## src/rtl/mem_access_if.sv

```systemverilog
// Access-size codes and the request/bus interface shared by the memory access
// unit and its environment.
package mem_access_pkg;
  typedef enum logic [2:0] {
    NOT_MEM = 3'd0,
    MEM_B   = 3'd1,
    MEM_BU  = 3'd2,
    MEM_H   = 3'd3,
    MEM_HU  = 3'd4,
    MEM_W   = 3'd5
  } mem_sel_e;
endpackage

interface mem_access_if;
  logic        req_valid;
  logic [2:0]  mem_sel;
  logic        mem_wen;
  logic [31:0] mem_addr;
  logic [31:0] mem_wdata;
  logic        stall;
  logic [31:0] load_data;
  logic        load_valid;
  logic        addr_err;
  logic        bus_err;
  logic        bus_req;
  logic        bus_we;
  logic [31:0] bus_addr;
  logic [3:0]  bus_be;
  logic [31:0] bus_wdata;
  logic        bus_ack;
  logic [31:0] bus_rdata;

  modport slave (
    input  req_valid, mem_sel, mem_wen, mem_addr, mem_wdata, bus_ack, bus_rdata,
    output stall, load_data, load_valid, addr_err, bus_err,
           bus_req, bus_we, bus_addr, bus_be, bus_wdata
  );

  modport master (
    output req_valid, mem_sel, mem_wen, mem_addr, mem_wdata, bus_ack, bus_rdata,
    input  stall, load_data, load_valid, addr_err, bus_err,
           bus_req, bus_we, bus_addr, bus_be, bus_wdata
  );
endinterface

```

## src/rtl/mem_access.sv

```systemverilog
// Data-memory access unit: aligns byte/half/word accesses onto a word bus,
// waits for ack with a timeout, and returns extended load data.
module mem_access
  import mem_access_pkg::*;
#(
  parameter int TIMEOUT = 255
) (
  input  logic         clk,
  input  logic         rst,
  mem_access_if.slave  m
);

  typedef enum logic [1:0] {IDLE, REQ, DONE} state_e;

  localparam int            CW       = $clog2(TIMEOUT + 1);
  localparam logic [CW-1:0] CNT_LAST = CW'(TIMEOUT - 1);

  state_e        state, state_next;
  logic [CW-1:0] wait_cnt;

  logic        is_mem, misaligned, active, accept, timeout;
  logic        sel_byte, sel_half, sel_signed;
  logic [3:0]  be_next;
  logic [31:0] wdata_next;

  logic [1:0]  cap_off;
  logic        cap_byte, cap_half, cap_signed;
  logic [7:0]  lane_byte;
  logic [15:0] lane_half;
  logic [31:0] rd_ext;

  // NOTE: every signal gets a default before the case so no latch is inferred.
  always_comb begin
    is_mem     = 1'b0;
    misaligned = 1'b0;
    sel_byte   = 1'b0;
    sel_half   = 1'b0;
    sel_signed = 1'b0;
    be_next    = 4'b0000;
    wdata_next = 32'h0;
    case (m.mem_sel)
      MEM_B, MEM_BU: begin
        is_mem     = 1'b1;
        sel_byte   = 1'b1;
        sel_signed = (m.mem_sel == MEM_B);
        be_next    = 4'b0001 << m.mem_addr[1:0];
        wdata_next = {4{m.mem_wdata[7:0]}};
      end
      MEM_H, MEM_HU: begin
        is_mem     = 1'b1;
        sel_half   = 1'b1;
        sel_signed = (m.mem_sel == MEM_H);
        misaligned = m.mem_addr[0];
        be_next    = m.mem_addr[1] ? 4'b1100 : 4'b0011;
        wdata_next = {2{m.mem_wdata[15:0]}};
      end
      MEM_W: begin
        is_mem     = 1'b1;
        misaligned = |m.mem_addr[1:0];
        be_next    = 4'b1111;
        wdata_next = m.mem_wdata;
      end
      default: ;
    endcase

    active  = (state == IDLE) && m.req_valid && is_mem;
    accept  = active && !misaligned;
    timeout = (state == REQ) && !m.bus_ack && (wait_cnt == CNT_LAST);

    state_next = state;
    case (state)
      IDLE:    if (accept) state_next = REQ;
      REQ:     if (m.bus_ack || timeout) state_next = DONE;
      DONE:    state_next = IDLE;
      default: state_next = IDLE;
    endcase
  end

  assign m.stall = accept || (state == REQ);

  // Little-endian lane select on the captured address offset.
  always_comb begin
    lane_byte = m.bus_rdata[{cap_off, 3'b000} +: 8];
    lane_half = cap_off[1] ? m.bus_rdata[31:16] : m.bus_rdata[15:0];
    if (cap_byte)
      rd_ext = {{24{cap_signed & lane_byte[7]}}, lane_byte};
    else if (cap_half)
      rd_ext = {{16{cap_signed & lane_half[15]}}, lane_half};
    else
      rd_ext = m.bus_rdata;
  end

  always_ff @(posedge clk or posedge rst) begin
    if (rst) state <= IDLE;
    else     state <= state_next;
  end

  // NOTE: clocked state uses non-blocking assignments so all registers update together.
  always_ff @(posedge clk or posedge rst) begin
    if (rst) begin
      wait_cnt     <= '0;
      cap_off      <= 2'b00;
      cap_byte     <= 1'b0;
      cap_half     <= 1'b0;
      cap_signed   <= 1'b0;
      m.load_data  <= 32'h0;
      m.load_valid <= 1'b0;
      m.addr_err   <= 1'b0;
      m.bus_err    <= 1'b0;
      m.bus_req    <= 1'b0;
      m.bus_we     <= 1'b0;
      m.bus_addr   <= 32'h0;
      m.bus_be     <= 4'b0000;
      m.bus_wdata  <= 32'h0;
    end else begin
      m.addr_err   <= active && misaligned;
      m.load_valid <= 1'b0;
      m.bus_err    <= 1'b0;
      case (state)
        IDLE: if (accept) begin
          m.bus_req   <= 1'b1;
          m.bus_we    <= m.mem_wen;
          m.bus_addr  <= {m.mem_addr[31:2], 2'b00};
          m.bus_be    <= be_next;
          m.bus_wdata <= wdata_next;
          cap_off     <= m.mem_addr[1:0];
          cap_byte    <= sel_byte;
          cap_half    <= sel_half;
          cap_signed  <= sel_signed;
          wait_cnt    <= '0;
        end
        REQ: begin
          if (m.bus_ack) begin
            m.bus_req    <= 1'b0;
            m.load_valid <= 1'b1;
            m.load_data  <= m.bus_we ? 32'h0 : rd_ext;
          end else if (timeout) begin
            m.bus_req   <= 1'b0;
            m.bus_err   <= 1'b1;
            m.load_data <= 32'h0;
          end else begin
            wait_cnt <= wait_cnt + CW'(1);
          end
        end
        default: ;
      endcase
    end
  end

endmodule

```

## src/flat_wrapper.sv

```systemverilog
// flat-port wrapper written by rule: the top's interface ports become plain ports
module mem_access_flat import mem_access_pkg::*;
#(
  parameter int TIMEOUT = 255
)
  (clk, rst, m_req_valid, m_mem_sel, m_mem_wen, m_mem_addr, m_mem_wdata, m_bus_ack, m_bus_rdata, m_stall, m_load_data, m_load_valid, m_addr_err, m_bus_err, m_bus_req, m_bus_we, m_bus_addr, m_bus_be, m_bus_wdata);
  mem_access_if m_i ();
  input  logic clk;
  input  logic rst;
  input wire logic [$bits(m_i.req_valid)-1:0] m_req_valid;
  input wire logic [$bits(m_i.mem_sel)-1:0] m_mem_sel;
  input wire logic [$bits(m_i.mem_wen)-1:0] m_mem_wen;
  input wire logic [$bits(m_i.mem_addr)-1:0] m_mem_addr;
  input wire logic [$bits(m_i.mem_wdata)-1:0] m_mem_wdata;
  input wire logic [$bits(m_i.bus_ack)-1:0] m_bus_ack;
  input wire logic [$bits(m_i.bus_rdata)-1:0] m_bus_rdata;
  output wire logic [$bits(m_i.stall)-1:0] m_stall;
  output wire logic [$bits(m_i.load_data)-1:0] m_load_data;
  output wire logic [$bits(m_i.load_valid)-1:0] m_load_valid;
  output wire logic [$bits(m_i.addr_err)-1:0] m_addr_err;
  output wire logic [$bits(m_i.bus_err)-1:0] m_bus_err;
  output wire logic [$bits(m_i.bus_req)-1:0] m_bus_req;
  output wire logic [$bits(m_i.bus_we)-1:0] m_bus_we;
  output wire logic [$bits(m_i.bus_addr)-1:0] m_bus_addr;
  output wire logic [$bits(m_i.bus_be)-1:0] m_bus_be;
  output wire logic [$bits(m_i.bus_wdata)-1:0] m_bus_wdata;
  assign m_i.req_valid = m_req_valid;
  assign m_i.mem_sel = m_mem_sel;
  assign m_i.mem_wen = m_mem_wen;
  assign m_i.mem_addr = m_mem_addr;
  assign m_i.mem_wdata = m_mem_wdata;
  assign m_i.bus_ack = m_bus_ack;
  assign m_i.bus_rdata = m_bus_rdata;
  assign m_stall = m_i.stall;
  assign m_load_data = m_i.load_data;
  assign m_load_valid = m_i.load_valid;
  assign m_addr_err = m_i.addr_err;
  assign m_bus_err = m_i.bus_err;
  assign m_bus_req = m_i.bus_req;
  assign m_bus_we = m_i.bus_we;
  assign m_bus_addr = m_i.bus_addr;
  assign m_bus_be = m_i.bus_be;
  assign m_bus_wdata = m_i.bus_wdata;
  mem_access #(.TIMEOUT(TIMEOUT)) u_core (.clk(clk), .rst(rst), .m(m_i));
endmodule
```

## config.mk

```make
export PLATFORM = sky130hd
export DESIGN_NAME = mem_access_flat
export DESIGN_NICKNAME = d
export VERILOG_FILES = /design/src/rtl/mem_access_if.sv /design/src/rtl/mem_access.sv /design/src/flat_wrapper.sv
export SDC_FILE = /design/constraint.sdc
export NUM_CORES = 1
export LEC_CHECK = 0
export BUFFER_PORTS_ARGS = -buffer_cell sky130_fd_sc_hd__buf_2
export CAP_MARGIN = 40
export CELL_PAD_IN_SITES_DETAIL_PLACEMENT = 0
export CELL_PAD_IN_SITES_GLOBAL_PLACEMENT = 2
export CORE_MARGIN = 4
export CORE_UTILIZATION = 34
export DETAILED_ROUTE_END_ITERATION = 8
export PLACE_DENSITY = 0.88
export RECOVER_POWER = 50
export SYNTH_ARGS = -nofsm -noshare
export SYNTH_HDL_FRONTEND = slang
export SYNTH_SLANG_ARGS = --single-unit
```

## constraint.sdc

```tcl
create_clock -name clk -period 6.4 [get_ports clk]
set_input_delay 0.96 -clock clk [delete_from_list [all_inputs] [get_ports clk]]
set_output_delay 0.96 -clock clk [all_outputs]
set_load 0.005 [all_outputs]
```

## After elaboration in Yosys (flattened, before gate mapping)

Index checks and enable logic that the tools add are counted.

- Add/sub/neg operators: 1
- Eq/ne operators: 12
- Shift operators: 2
- Muxes and demuxes: 30
- Bitwise gates (word level): 2
- Reduce and logical (&&, ||, !) cells: 22

Operators by type and width:

| kind | count |
|---|---|
| $mux W32 | 5 |
| $pmux W32 S3 | 1 |
| $shiftx A32 B6 Y8 | 1 |
| $mux W8 | 3 |
| $mux W16 | 1 |
| $pmux W8 S2 | 1 |
| $pmux W4 S3 | 1 |
| $mux W1 | 11 |
| $add A8 B1 Y8 const B | 1 |
| $eq A8 B8 Y1 const B | 1 |
| $eq A3 B2 Y1 const B | 2 |
| $eq A3 B3 Y1 const B | 2 |
| $logic_and A1 B1 Y1 | 6 |
| $ne A2 B2 Y1 const B | 3 |
| $pmux W1 S2 | 3 |
| $reduce_and A2 Y1 | 3 |
| $reduce_or A2 Y1 | 3 |
| $reduce_or A5 Y1 | 1 |
| $mux W2 | 2 |
| $mux W4 | 1 |
| $pmux W2 S2 | 1 |
| $reduce_and A4 Y1 | 1 |
| $reduce_bool A2 Y1 | 2 |
| $shl A1 B2 Y4 const A | 1 |
| other kinds (9) | 12 |

- Bits in registers: 118
- Output and inout bits: 106
- Word-level logic and storage cells: 84

## Depth between registers and ports, before layout

- Word-level depth: 7
- Depth in mapped cells: 7
- Mapped depth without buffers: 6

## Worst setup path after synthesis

Ideal clock, no wire load.

- Kind: input-to-output
- From: input port m_mem_sel[1]
- To: output port m_stall
- Arrival time: 1.986 ns
- Data required time: 5.440 ns
- Setup slack: 3.454 ns
- Stages: 5
- Path buffers: 2
- Path through: buf_4 or3_1 nand4_1 clkbuf_1 o21ai_0

- Longest elaborated chain between the ends: 6
- Elaborated cells on any way between the ends: 13
- Classes of those cells: eq/ne: 5; mux: 2; reduce/logical: 6

Ends and longest elaborated chain:

| what | RTL line | RTL |
|---|---|---|
| start, declared | flat_wrapper.sv:11 | `input wire logic [$bits(m_i.mem_sel)-1:0] m_mem_sel;` |
| $eq A3 B3 Y1 (tied with other cells) | mem_access.sv:41 | `case (m.mem_sel)` |
| $reduce_or A2 Y1 / $reduce_or A5 Y1 (equally long branches) | - |  |
| $pmux W1 S2 / $mux W1 (equally long branches) | mem_access.sv:41 |  |
| $logic_not A1 Y1 / $logic_and A1 B1 Y1 (equally long branches) | mem_access.sv:67, mem_access.sv:66 |  |
| $logic_and A1 B1 Y1 * | mem_access.sv:67 | `accept = active && !misaligned;` |
| $logic_or A1 B1 Y1 * | mem_access.sv:79 | `assign m.stall = accept \|\| (state == REQ);` |
| end, declared | flat_wrapper.sv:17 | `output wire logic [$bits(m_i.stall)-1:0] m_stall;` |

Mark *: on every way between the ends. The rest lies on a longest branch, timed or not.

## Final worst setup path

- From: input port m_mem_sel[2]
- To: output port m_stall

The elaborated chain is that of the path after synthesis.

==> results.cfg <==
[sta]
slew_viol_final = 53
max_freq_mhz = 249
min_period_ns = 4.02
slew_headroom_pct = -54.4
skew_ns = 0.0108
tightest_slew_ns = 2.30
rsz0062_at_grt = no
fin_setup_tns_ns = 0
period_share_pct = 62.8
hold_viol = 0
finalSetupViolCount = 0

[place]
numPortBuffers = 207
dp_hpwl_mm = 12.5
place.gp.congestion = 0.797
placed_area_um2 = 7160

[yosys]
ys.flop_type = dfrtp_1
yosysUniqueCellTypes = 50
async_flop_share_pct = 100
ys_seq_area_share_pct = 49.2
synthCells = 503
synth.cell_area_um2 = 6010
syn_avg_cell_area_um2 = 11.9
synth_area_leaders = dfrtp_1 49%, mux2_1 7.7%, mux2i_1 4.5%
synth_top_area_cell = dfrtp_1
yosysWarningCount = 0
synth_edf_count = 0
ys_ff_latch = 118
yosys-top-cells-count = 118 x dfrtp_1, 41 x mux2_1, 28 x o21ai_0, 27 x mux2i_1, 26 x a22o_1
yosys.area.top_type_share_pct = 49.2
yosysMostFrequentCell = dfrtp_1

[clocking]
h-tree-depth = 4
clk_pin_slew_ns = 0.05
cts-root-buf = clkbuf_16
postCtsSetupRepairBufs = 0
clock-sinks = 118
cts_tree = built
cts-buffers-inserted = 17
clockBufferDepth = 2
cts.repair.resized = 0
clkLatencyLatePin_ns = 0.41
postCtsHoldBufs = 0

[finish]
layout-drive-gt1-share_pct = 31.1
nNetsFinal = 799
diodes = 0
area_delta_synth_final_pct = 27.9
fin_area_um2 = 7680
postLayoutCoreUtil_pct = 44.4

[drt]
viasPerCell = 5.31
postRouteAntennaNets = 0
drc = 0
vias = 4937
wl_mm = 17.2
wire_per_inst_um = 18.5
first_pass_iters = 5
drtIter0Drc = 306

[floorplanning]
rows = 48
io_pins = 210
die_y_um = 141
die-width_um = 141
die-area_um2 = 19900
core_um2 = 17300
start_util_pct = 34.7

[global_route]
overflow = 0
gr-usage-all-layers_pct = 17.3
grt_max_degree = 68
grt_pass1_vias = 5107
grt_pass1_wl_mm = 27.3
grt_antenna_before_repair = 0

[run_status]
violations = max-capacitance violations, max-slew violations
outcome = finished, violations left

[critical_path]
critical_path_class = in2out
worstPathArrival_ns = 3.06
cp_slowest_stage_delay_ns = 0.73
critPathCaptureType = output pin
cp_common_cell = buf_2
r2r_cells = 5
cp_max_fo = 32
cpMaxStageDelayCell = nor2b_1
cp_cell_sequence = buf_2 -> nor2b_1 -> a211o_1 -> o21ai_0 -> buf_2
startpoint_type = input port
required_ns = 5.44

[job]
drv_cap = 1

[pwr]
seq_power_share_pct = 40.3
comb_power_share_pct = 27.6
power.leakage_nw = 3.54
intPower_mw = 2.12
p_sw_uw = 931
power.density_nw_per_um2 = 397
ir_drop_uv = 209
p_clk_share_pct = 32.1
switching_share_pct = 30.5
finalPower_mw = 3.05

[hold_path]
whs_path_depth = 1
min_path_type = reg2reg
-- kinds of logic (layout without fill, tap and decap cells) --
logic type	Yosys count	in the layout	share of synthesized area, %
compound gates	135	135	16.4
flops	118	118	49.2
mux	93	93	18.4
simple gates	90	90	9.98
buf+inv	63	264	5.35
fa+ha+maj	2	2	0.417
other cells	1	2	0.0624
xor+xnor	1	1	0.146
-- layout by cell type (no fill, tap or decap), types with 8 or more instances in the layout --
cell       count
a211oi_1       8
a21oi_1       16
a221o_1       16
a22o_1        26
buf_2        141
clkbuf_1      69
clkbuf_16     17
dfrtp_1      118
inv_1         19
mux2_1        41
mux2_2        17
mux2i_1       27
nand2_1       18
o211ai_1      13
o21ai_0       28
o31ai_1        9
or2_2         16
or4bb_1       12
-- stage by stage --
step / std cells / hold WS, ns / setup WS, ns
after floorplan: 504 / 0.474 / 2.31
after global placement: 897 / 0.456 / 2.38
after detailed placement: 899 / 0.471 / 2.18
after CTS: 930 / 0.483 / 2.43
after global routing: 930 / 0.500 / 2.19
final: 930 / 0.481 / 2.38
-- power groups by stage --
stage	Sequential [mW]	Combinational, mW	Clock (mW)
floorplan	1.20	0.491	0
global placement	1.24	0.852	0
detailed placement	1.23	0.899	0
CTS	1.23	0.901	1.01
global route	1.27	0.932	1.05
finish	1.23	0.841	0.978
-- flip-flops by register name, indices dropped and copies added (netlist names) --
register and cells:
u_core.cap_byte 1, u_core.cap_half 1, u_core.cap_off 2, u_core.cap_signed 1, u_core.m.addr_err 1, u_core.m.bus_addr 30
u_core.m.bus_be 4, u_core.m.bus_err 1, u_core.m.bus_req 1, u_core.m.bus_wdata 32, u_core.m.bus_we 1, u_core.m.load_data 32
u_core.m.load_valid 1, u_core.state 2, u_core.wait_cnt 8
-- routing by layer --
metal	GRT usage (%)	share of wire (%)	vias up
met4	5.92	1.4	0
met3	4.95	6.7	18
met1	22.5	43	2475
met2	27.8	49	174
li1	-	-	2270
met5	0	0	-
-- path summary, 6_finish.rpt --
check,start,to,slack (ns)
max,m_mem_sel[2],m_stall,2.38
min,u_core.m.bus_req,u_core.m.bus_req,0.48
max reg2reg,u_core.state[1],u_core.m.bus_addr[23],3.39
min reg2reg,u_core.m.bus_req,u_core.m.bus_req,0.48
max in group asynchronous,rst,u_core.m.bus_addr[7],3.54
min in group asynchronous,rst,u_core.m.bus_addr[19],1.16
-- area by class of cell --
class | instances | area (um2)
clock buffer | 24 | 492
clock inverter | 7 | 119
fill | 1707 | 9610
inverter | 20 | 76.3
multi-input combinational | 323 | 2740
sequential | 118 | 2950
tap | 225 | 282
timing repair buffer | 213 | 1020
-- critical path, delay by kind of cell --
kind,cells,cell delay (ns)
compound gates,2,0.80
simple gates,1,0.73
buf+inv,2,0.55
Power figures use the tool's default switching activity.
